## src/rtl/countdown_timer.sv

```systemverilog
// Loadable down-counting timer with a clock prescaler, pause and auto-reload.
// A start/busy/done handshake brackets each timed interval; tick marks every decrement.
module countdown_timer #(
  parameter int WIDTH    = 4,
  parameter int PRESCALE = 2
) (
  input  logic             clk,
  input  logic             rst,
  input  logic             start_i,
  input  logic [WIDTH-1:0] load_val_i,
  input  logic             pause_i,
  input  logic             auto_reload_i,
  output logic [WIDTH-1:0] count_o,
  output logic             busy_o,
  output logic             tick_o,
  output logic             done_o
);

  localparam int PW = (PRESCALE > 1) ? $clog2(PRESCALE) : 1;
  localparam logic [PW-1:0] PSC_LAST = PW'(PRESCALE - 1);

  typedef enum logic [1:0] {
    IDLE = 2'd0,
    RUN  = 2'd1,
    HOLD = 2'd2
  } state_e;

  state_e           state_q;
  logic [WIDTH-1:0] count_q;
  logic [WIDTH-1:0] reload_q;
  logic [PW-1:0]    psc_q;
  logic             busy_q;
  logic             tick_q;
  logic             done_q;

  logic [WIDTH-1:0] count_dec_d;
  logic [PW-1:0]    psc_inc_d;
  logic             dec_edge_d;
  logic             terminal_d;

  // Arithmetic helpers for the counting step.
  always_comb begin
    count_dec_d = count_q - WIDTH'(1);
    psc_inc_d   = psc_q + PW'(1);
    dec_edge_d  = (psc_q == PSC_LAST);
    terminal_d  = (count_q == WIDTH'(1));
  end

  // Timer FSM with registered count, busy and pulse outputs.
  always_ff @(posedge clk) begin
    if (rst) begin
      state_q  <= IDLE;
      count_q  <= '0;
      reload_q <= '0;
      psc_q    <= '0;
      busy_q   <= 1'b0;
      tick_q   <= 1'b0;
      done_q   <= 1'b0;
    end else begin
      tick_q <= 1'b0;
      done_q <= 1'b0;
      if (start_i) begin
        psc_q <= '0;
        if (load_val_i != '0) begin
          count_q  <= load_val_i;
          reload_q <= load_val_i;
          state_q  <= pause_i ? HOLD : RUN;
          busy_q   <= 1'b1;
        end else begin
          count_q <= '0;
          state_q <= IDLE;
          busy_q  <= 1'b0;
          done_q  <= 1'b1;
        end
      end else begin
        case (state_q)
          RUN, HOLD: begin
            if (pause_i) begin
              state_q <= HOLD;
            end else begin
              // Leaving HOLD resumes counting on that same edge.
              state_q <= RUN;
              if (!dec_edge_d) begin
                psc_q <= psc_inc_d;
              end else begin
                psc_q <= '0;
                if (count_q == '0) begin
                  state_q <= IDLE;
                  busy_q  <= 1'b0;
                end else begin
                  tick_q <= 1'b1;
                  if (terminal_d) begin
                    done_q <= 1'b1;
                    if (auto_reload_i) begin
                      count_q <= reload_q;
                    end else begin
                      count_q <= '0;
                      state_q <= IDLE;
                      busy_q  <= 1'b0;
                    end
                  end else begin
                    count_q <= count_dec_d;
                  end
                end
              end
            end
          end
          default: begin
            state_q <= IDLE;
            busy_q  <= 1'b0;
          end
        endcase
      end
    end
  end

  assign count_o = count_q;
  assign busy_o  = busy_q;
  assign tick_o  = tick_q;
  assign done_o  = done_q;

endmodule

```

## config.mk

```make
export PLATFORM = sky130hd
export DESIGN_NAME = countdown_timer
export DESIGN_NICKNAME = d
export VERILOG_FILES = /design/src/rtl/countdown_timer.sv
export SDC_FILE = /design/constraint.sdc
export NUM_CORES = 1
export LEC_CHECK = 0
export BUFFER_PORTS_ARGS = -buffer_cell sky130_fd_sc_hd__buf_2
export CAP_MARGIN = 20
export CELL_PAD_IN_SITES_DETAIL_PLACEMENT = 0
export CELL_PAD_IN_SITES_GLOBAL_PLACEMENT = 1
export CORE_MARGIN = 2
export CORE_UTILIZATION = 25
export DETAILED_ROUTE_END_ITERATION = 8
export GPL_TIMING_DRIVEN = 0
export PLACE_DENSITY = 0.58
export SLEW_MARGIN = 30
export SYNTH_ARGS = -nofsm -noshare
export SYNTH_HDL_FRONTEND = slang
export SYNTH_SLANG_ARGS = --single-unit
export TNS_END_PERCENT = 1
```

## constraint.sdc

```tcl
create_clock -name clk -period 2.89 [get_ports clk]
set_input_delay 0.1445 -clock clk [delete_from_list [all_inputs] [get_ports clk]]
set_output_delay 0.1445 -clock clk [all_outputs]
set_load 0.02 [all_outputs]
```

==> results of run 1 <==
==> stage by stage <==
stage	total power [mW]	instance area, um^2	worst slack, ns
detailed placement	0.284	817	0.941
finish	0.424	861	0.934
global placement	0.284	817	0.931
floorplan	0.259	703	1.07
CTS	0.428	853	0.920
global route	0.449	861	0.772
==> state kept, by name, summed over array words and instances (netlist names) <==
signal	flops
count_o	4
reload_q	4
state_q	2
busy_o	1
dec_edge_d	1
done_o	1
tick_o	1
==> cells in the final DEF (no fill, tap or decap), types with 2 or more instances in the layout <==
cell type,instances
clkbuf_4,3
ha_1,3
clkbuf_1,2
dfxtp_1,14
a21oi_1,10
o211ai_1,2
buf_2,15
nor2_1,4
nand3_1,2
nand2_1,8
nor3_1,3
inv_1,5
nor3b_1,4
==> layer usage <==
metal  vias up  GRT usage (%)  wire length (um)
li1        329              -                 -
met1       309           14.6               816
met2        10           17.9               796
met3         2           1.36                60
met4         0           6.98                25
met5         -              0                 0
==> where the power goes <==
part | switching (mW) | internal [mW]
Clock | 0.0660 | 0.0766
Sequential | 0.00941 | 0.203
Combinational | 0.0418 | 0.0271
==> worst max-delay path by stage <==
stage | endpoint | from | cells after the start | slack, ns
global route | count_o[0] | count_o[1] | 6 | 0.77
finish | count_o[0] | count_o[0] | 5 | 0.93
detailed placement | count_o[0] | count_o[0] | 5 | 0.94
global placement | count_o[2] | count_o[0] | 5 | 0.93
CTS | count_o[0] | count_o[0] | 5 | 0.92
floorplan | count_o[2] | count_o[0] | 5 | 1.07
==> area by class of cell <==
class,instances,area (um^2)
Fill cell,301,1850
Sequential cell,14,280
Timing Repair Buffer,15,75.1
Clock buffer,4,36.3
Tap cell,31,38.8
Inverter,5,18.8
Buffer,2,7.51
Multi-Input combinational cell,58,404
==> Yosys cell counts, types with 2 or more instances <==
cell type  number
a21oi_1        10
clkbuf_1        2
dfxtp_1        14
ha_1            3
inv_1           5
nand2_1         8
nand3_1         2
nor2_1          4
nor3_1          3
nor3b_1         4
o211ai_1        2
o41ai_1         2
==> logic make-up after synthesis <==
kind of cell             Yosys count  synth area share (%)
XOR/XNOR                           1                  1.25
adder cells (fa/ha/maj)            3                  5.34
AND/OR/NAND/NOR                   28                  21.4
buffers and inverters              7                  3.74
AO/OA/AOI/OAI                     26                  28.5
flip-flops                        14                  39.9
==> worst register-to-register path: stages, from the launching register on <==
cell     delay, ns
dfxtp_1       0.44
ha_1          0.28
nor3b_1       0.57
nand3_1       0.14
a211o_2       0.34
a31oi_1       0.12
==> results_dict.tcl, run 1 <==
set metrics [dict create \
    post-route-util_pct 31.8 \
    slew_viol_final 0 \
    cts_resized 0 \
    post_cts_buffers 0 \
    holdWs_ns 0.0953 \
    wire_per_inst_um 13.2 \
    synth_top_area_share_pct 39.9 \
    power.leakage_nw 0.342 \
    drive_gt1_share_pct 26.5 \
    n_antenna_cell 0 \
    crit_family "simple AND/OR/NAND/NOR gates" \
    hold_depth 2 \
    grt_antenna_before_repair 0 \
    portBuffers 15 \
    rsz0062_at_grt "false" \
    ioPinCount 16 \
    ir_worst_vdd_mv 0.158 \
    power_density_nw_per_um2 492 \
    grt_max_degree 11 \
    crit_arrival_ns 2.17 \
    reg2reg_slack_ns 0.93 \
    synthArstFlopShare_pct 0 \
    clock_sink_count 14 \
    r2r_end "count_o[0]" \
    cts-buffers-inserted 3 \
    instances_no_fill 129 \
    overflow 0 \
    h-tree-depth 1 \
    dp_hpwl_um 1290 \
    worstHoldEndpoint "state_q[1]" \
    cts-root-buf "clkbuf_4" \
    firstDrtPassIters 4 \
    relSlewSlack_pct 56.8 \
    crit_path_max_fanout 6 \
    fin_skew_ns 0.00391 \
    nets 111 \
    start_util_pct 25.9 \
    clock_path_buffers 2 \
    synth_cell_types 32 \
    worstPathRequired_ns 3.10 \
    reg2reg_depth 5 \
    setup_tns_ns 0 \
    period_needed_ns 1.96 \
    viasPerCell 5.04 \
    syn_inst 79 \
    ys_seq_area_share_pct 39.9 \
    grt_usage_pct 11.3 \
    synthTopCellsByArea "dfxtp_1, a21oi_1, ha_1, nand2_1, nor3b_1" \
    clkTransAtPathRegs_ns 0.09 \
    core_area_um2 2710 \
    chipHeight_um 57.0 \
    yosysWarningCount 0 \
    first_global_vias 638 \
    ant_nets 0 \
    syn_area_per_cell_um2 8.90 \
    num_rows 19 \
    worst-setup-path-type "flip-flop to flip-flop" \
    timing.rr.start "count_o[0]" \
    outcome "completed" \
    gp_congestion 0.719 \
    worstMarginPinSlew_ns 0.647 \
    clk_latency_ns 0.28 \
    end_kind "flip-flop" \
    slowest_stage "nor3b_1" \
    synthFlopType "dfxtp_1" \
    drcViolationCount 0 \
    area_growth_pct 22.4 \
    drt-initial-drc-count 12 \
    netlist_area_um2 703 \
    yosys.area.top_type "dfxtp_1" \
    critPathLaunchType "flip-flop" \
    hold_viol 0 \
    place_inst 125 \
    drt_wl_total_um 1700 \
    grt_pass1_wl_um 2920 \
    cts_tree "done" \
    path_buf_inv 0 \
    hold_buffers 0 \
    cp_slowest_stage_delay_ns 0.57 \
    fmax_mhz 511 \
    ys_ff_latch 14 \
    fin_crit_sh_pct 67.7 \
    hold_path.class "input pin to flip-flop" \
    path_cells "ha_1 > nor3b_1 > nand3_1 > a211o_2 > a31oi_1" \
    final-setup-viol-count 0 \
    die_area_um2 3250 \
    vias 650 \
    maxCapViolCount 0 \
    synth_edf_count 0 \
    synth_fp_nets 91 \
    min_from "rst" \
    die_w_um 57.0 \
]
Note: power is estimated with default switching activity, not from simulation.
==> run 2, diff against run 1 <==
==> constraint.sdc (replaced) <==
create_clock -name clk -period 2 [get_ports clk]
set_input_delay 0.1 -clock clk [delete_from_list [all_inputs] [get_ports clk]]
set_output_delay 0.1 -clock clk [all_outputs]
set_load 0.02 [all_outputs]
==> run 2 against run 1 <==
  * Worst hold slack got worse by 0.044 ns
  * Power rose by 45%
  * Die area unchanged
  * Critical path depth rose by 1
  * Critical endpoint is now count_o[2]
==> results_dict.tcl, run 2 (same netlist as run 1, synthesis figures left out) <==
set metrics [dict create \
    power.leakage_nw 0.351 \
    dp_hpwl_um 1290 \
    path_buf_inv 2 \
    hold_depth 2 \
    wire_per_inst_um 13.2 \
    area_growth_pct 24.2 \
    clock_path_buffers 2 \
    fmax_mhz 544 \
    slew_viol_final 0 \
    die_area_um2 3250 \
    clock_sink_count 14 \
    ir_worst_vdd_mv 0.228 \
    grt_max_degree 11 \
    start_util_pct 25.9 \
    setup_tns_ns 0 \
    worstPathRequired_ns 2.18 \
    drt_wl_total_um 1710 \
    worstMarginPinSlew_ns 0.590 \
    n_antenna_cell 0 \
    crit_path_max_fanout 9 \
    end_kind "flip-flop" \
    drive_gt1_share_pct 28.3 \
    maxCapViolCount 0 \
    min_from "rst" \
    h-tree-depth 1 \
    core_area_um2 2710 \
    final-seq-area_um2 280 \
    portBuffers 15 \
    power.total_mw 0.612 \
    hold_path.class "input pin to flip-flop" \
    reg2reg_depth 6 \
    drt-initial-drc-count 9 \
    gp_congestion 0.719 \
    fin_skew_ns 0.00358 \
    relSlewSlack_pct 60.2 \
    cp_slowest_stage_delay_ns 0.44 \
    hold_buffers 0 \
    drcViolationCount 0 \
    clkTransAtPathRegs_ns 0.09 \
    hold_viol 0 \
    outcome "completed" \
    final_common_cell "buf_2" \
    critPathLaunchType "flip-flop" \
    grt_pass1_wl_um 2920 \
    ioPinCount 16 \
    viasPerCell 4.95 \
    worstHoldEndpoint "state_q[1]" \
    grt_usage_pct 11.3 \
    overflow 0 \
    grt_antenna_before_repair 0 \
    timing.rr.start "count_o[0]" \
    ant_nets 0 \
    r2r_end "count_o[2]" \
    cts_tree "done" \
    nets 112 \
    path_cells "inv_1 > ha_1 > a2111oi_4 > buf_4 > a21boi_2 > o31a_1" \
    n_fill_cell 298 \
    crit_family "compound AO/OA/AOI/OAI gates" \
    final-setup-viol-count 0 \
    crit_arrival_ns 2.02 \
    cts-buffers-inserted 3 \
    first_global_vias 638 \
    firstDrtPassIters 4 \
    slowest_stage "dfxtp_1" \
    period_needed_ns 1.84 \
    reg2reg_slack_ns 0.16 \
    vias 644 \
    chipHeight_um 57.0 \
    worst-setup-path-type "flip-flop to flip-flop" \
    rsz0062_at_grt "false" \
    post-route-util_pct 32.2 \
    multi_input_area_um2 409 \
    die_w_um 57.0 \
    clk_latency_ns 0.28 \
    power_density_nw_per_um2 701 \
    cts-root-buf "clkbuf_4" \
    layout_common_cells "buf_2, dfxtp_1, a21oi_1, nand2_1, inv_1" \
    num_rows 19 \
    fin_crit_sh_pct 91.9 \
]
[run 2: changes by cell type in the layout (fill, tap and decap cells not counted), sizes merged]
cell	delta
buf	+1
[run 2: repair_timing]
item | CTS | global route
buffers inserted | 0 | 1
endpoints found under the setup margin | 0 | 3
gates resized for setup | 0 | 1
[run 2: how the worst max path moves through the flow]
stage | slack, ns | cells past startpoint | from | end
final | 0.16 | 6 | count_o[0] | count_o[2]
after global routing | 0.03 | 6 | count_o[0] | count_o[2]
after CTS | 0.03 | 5 | count_o[0] | count_o[0]
after detailed placement | 0.05 | 5 | count_o[0] | count_o[0]
after global placement | 0.04 | 5 | count_o[0] | count_o[2]
after floorplan | 0.18 | 5 | count_o[0] | count_o[2]
[run 2: area by class of cell]
type | instances | share of cell area [%]
inverter | 5 | 2.15
clock buffer | 4 | 4.15
tap | 31 | 4.44
buffer | 2 | 0.860
sequential | 14 | 32.1
multi-input combinational | 58 | 46.8
timing repair buffer | 16 | 9.46
[run 2: routing by layer]
| layer | vias up | GRT usage, % | routed length, um |
|---|---|---|---|
| li1 | 330 | - | - |
| met1 | 302 | 14.6 | 821 |
| met2 | 10 | 17.9 | 802 |
| met3 | 2 | 1.36 | 60 |
| met4 | 0 | 6.98 | 25 |
| met5 | - | 0 | 0 |
[run 2: where the power goes]
part / switching, mW / leakage, nW / total, mW / internal, mW
sequential: 0.0139 / 0.115 / 0.307 / 0.293
combinational: 0.0601 / 0.214 / 0.0997 / 0.0396
clock: 0.0950 / 0.0210 / 0.206 / 0.111
total: 0.169 / 0.351 / 0.612 / 0.443
[run 2: worst reg2reg max path: cells and delay by family (launching register included)]
kind | cells | cell delay, ns
buffers and inverters | 2 | 0.34
flip-flops | 1 | 0.44
adder cells (fa/ha/maj) | 1 | 0.26
AO/OA/AOI/OAI | 3 | 0.70
[run 2: through the flow]
step	hold WS (ns)	instances	instance area (um^2)	worst slack, ns
after floorplan	0.176	79	703	0.176
after global placement	0.342	125	817	0.0411
after detailed placement	0.347	125	817	0.0507
after CTS	0.0396	129	853	0.0301
after global routing	0.0486	130	873	0.0265
final	0.0514	130	873	0.161
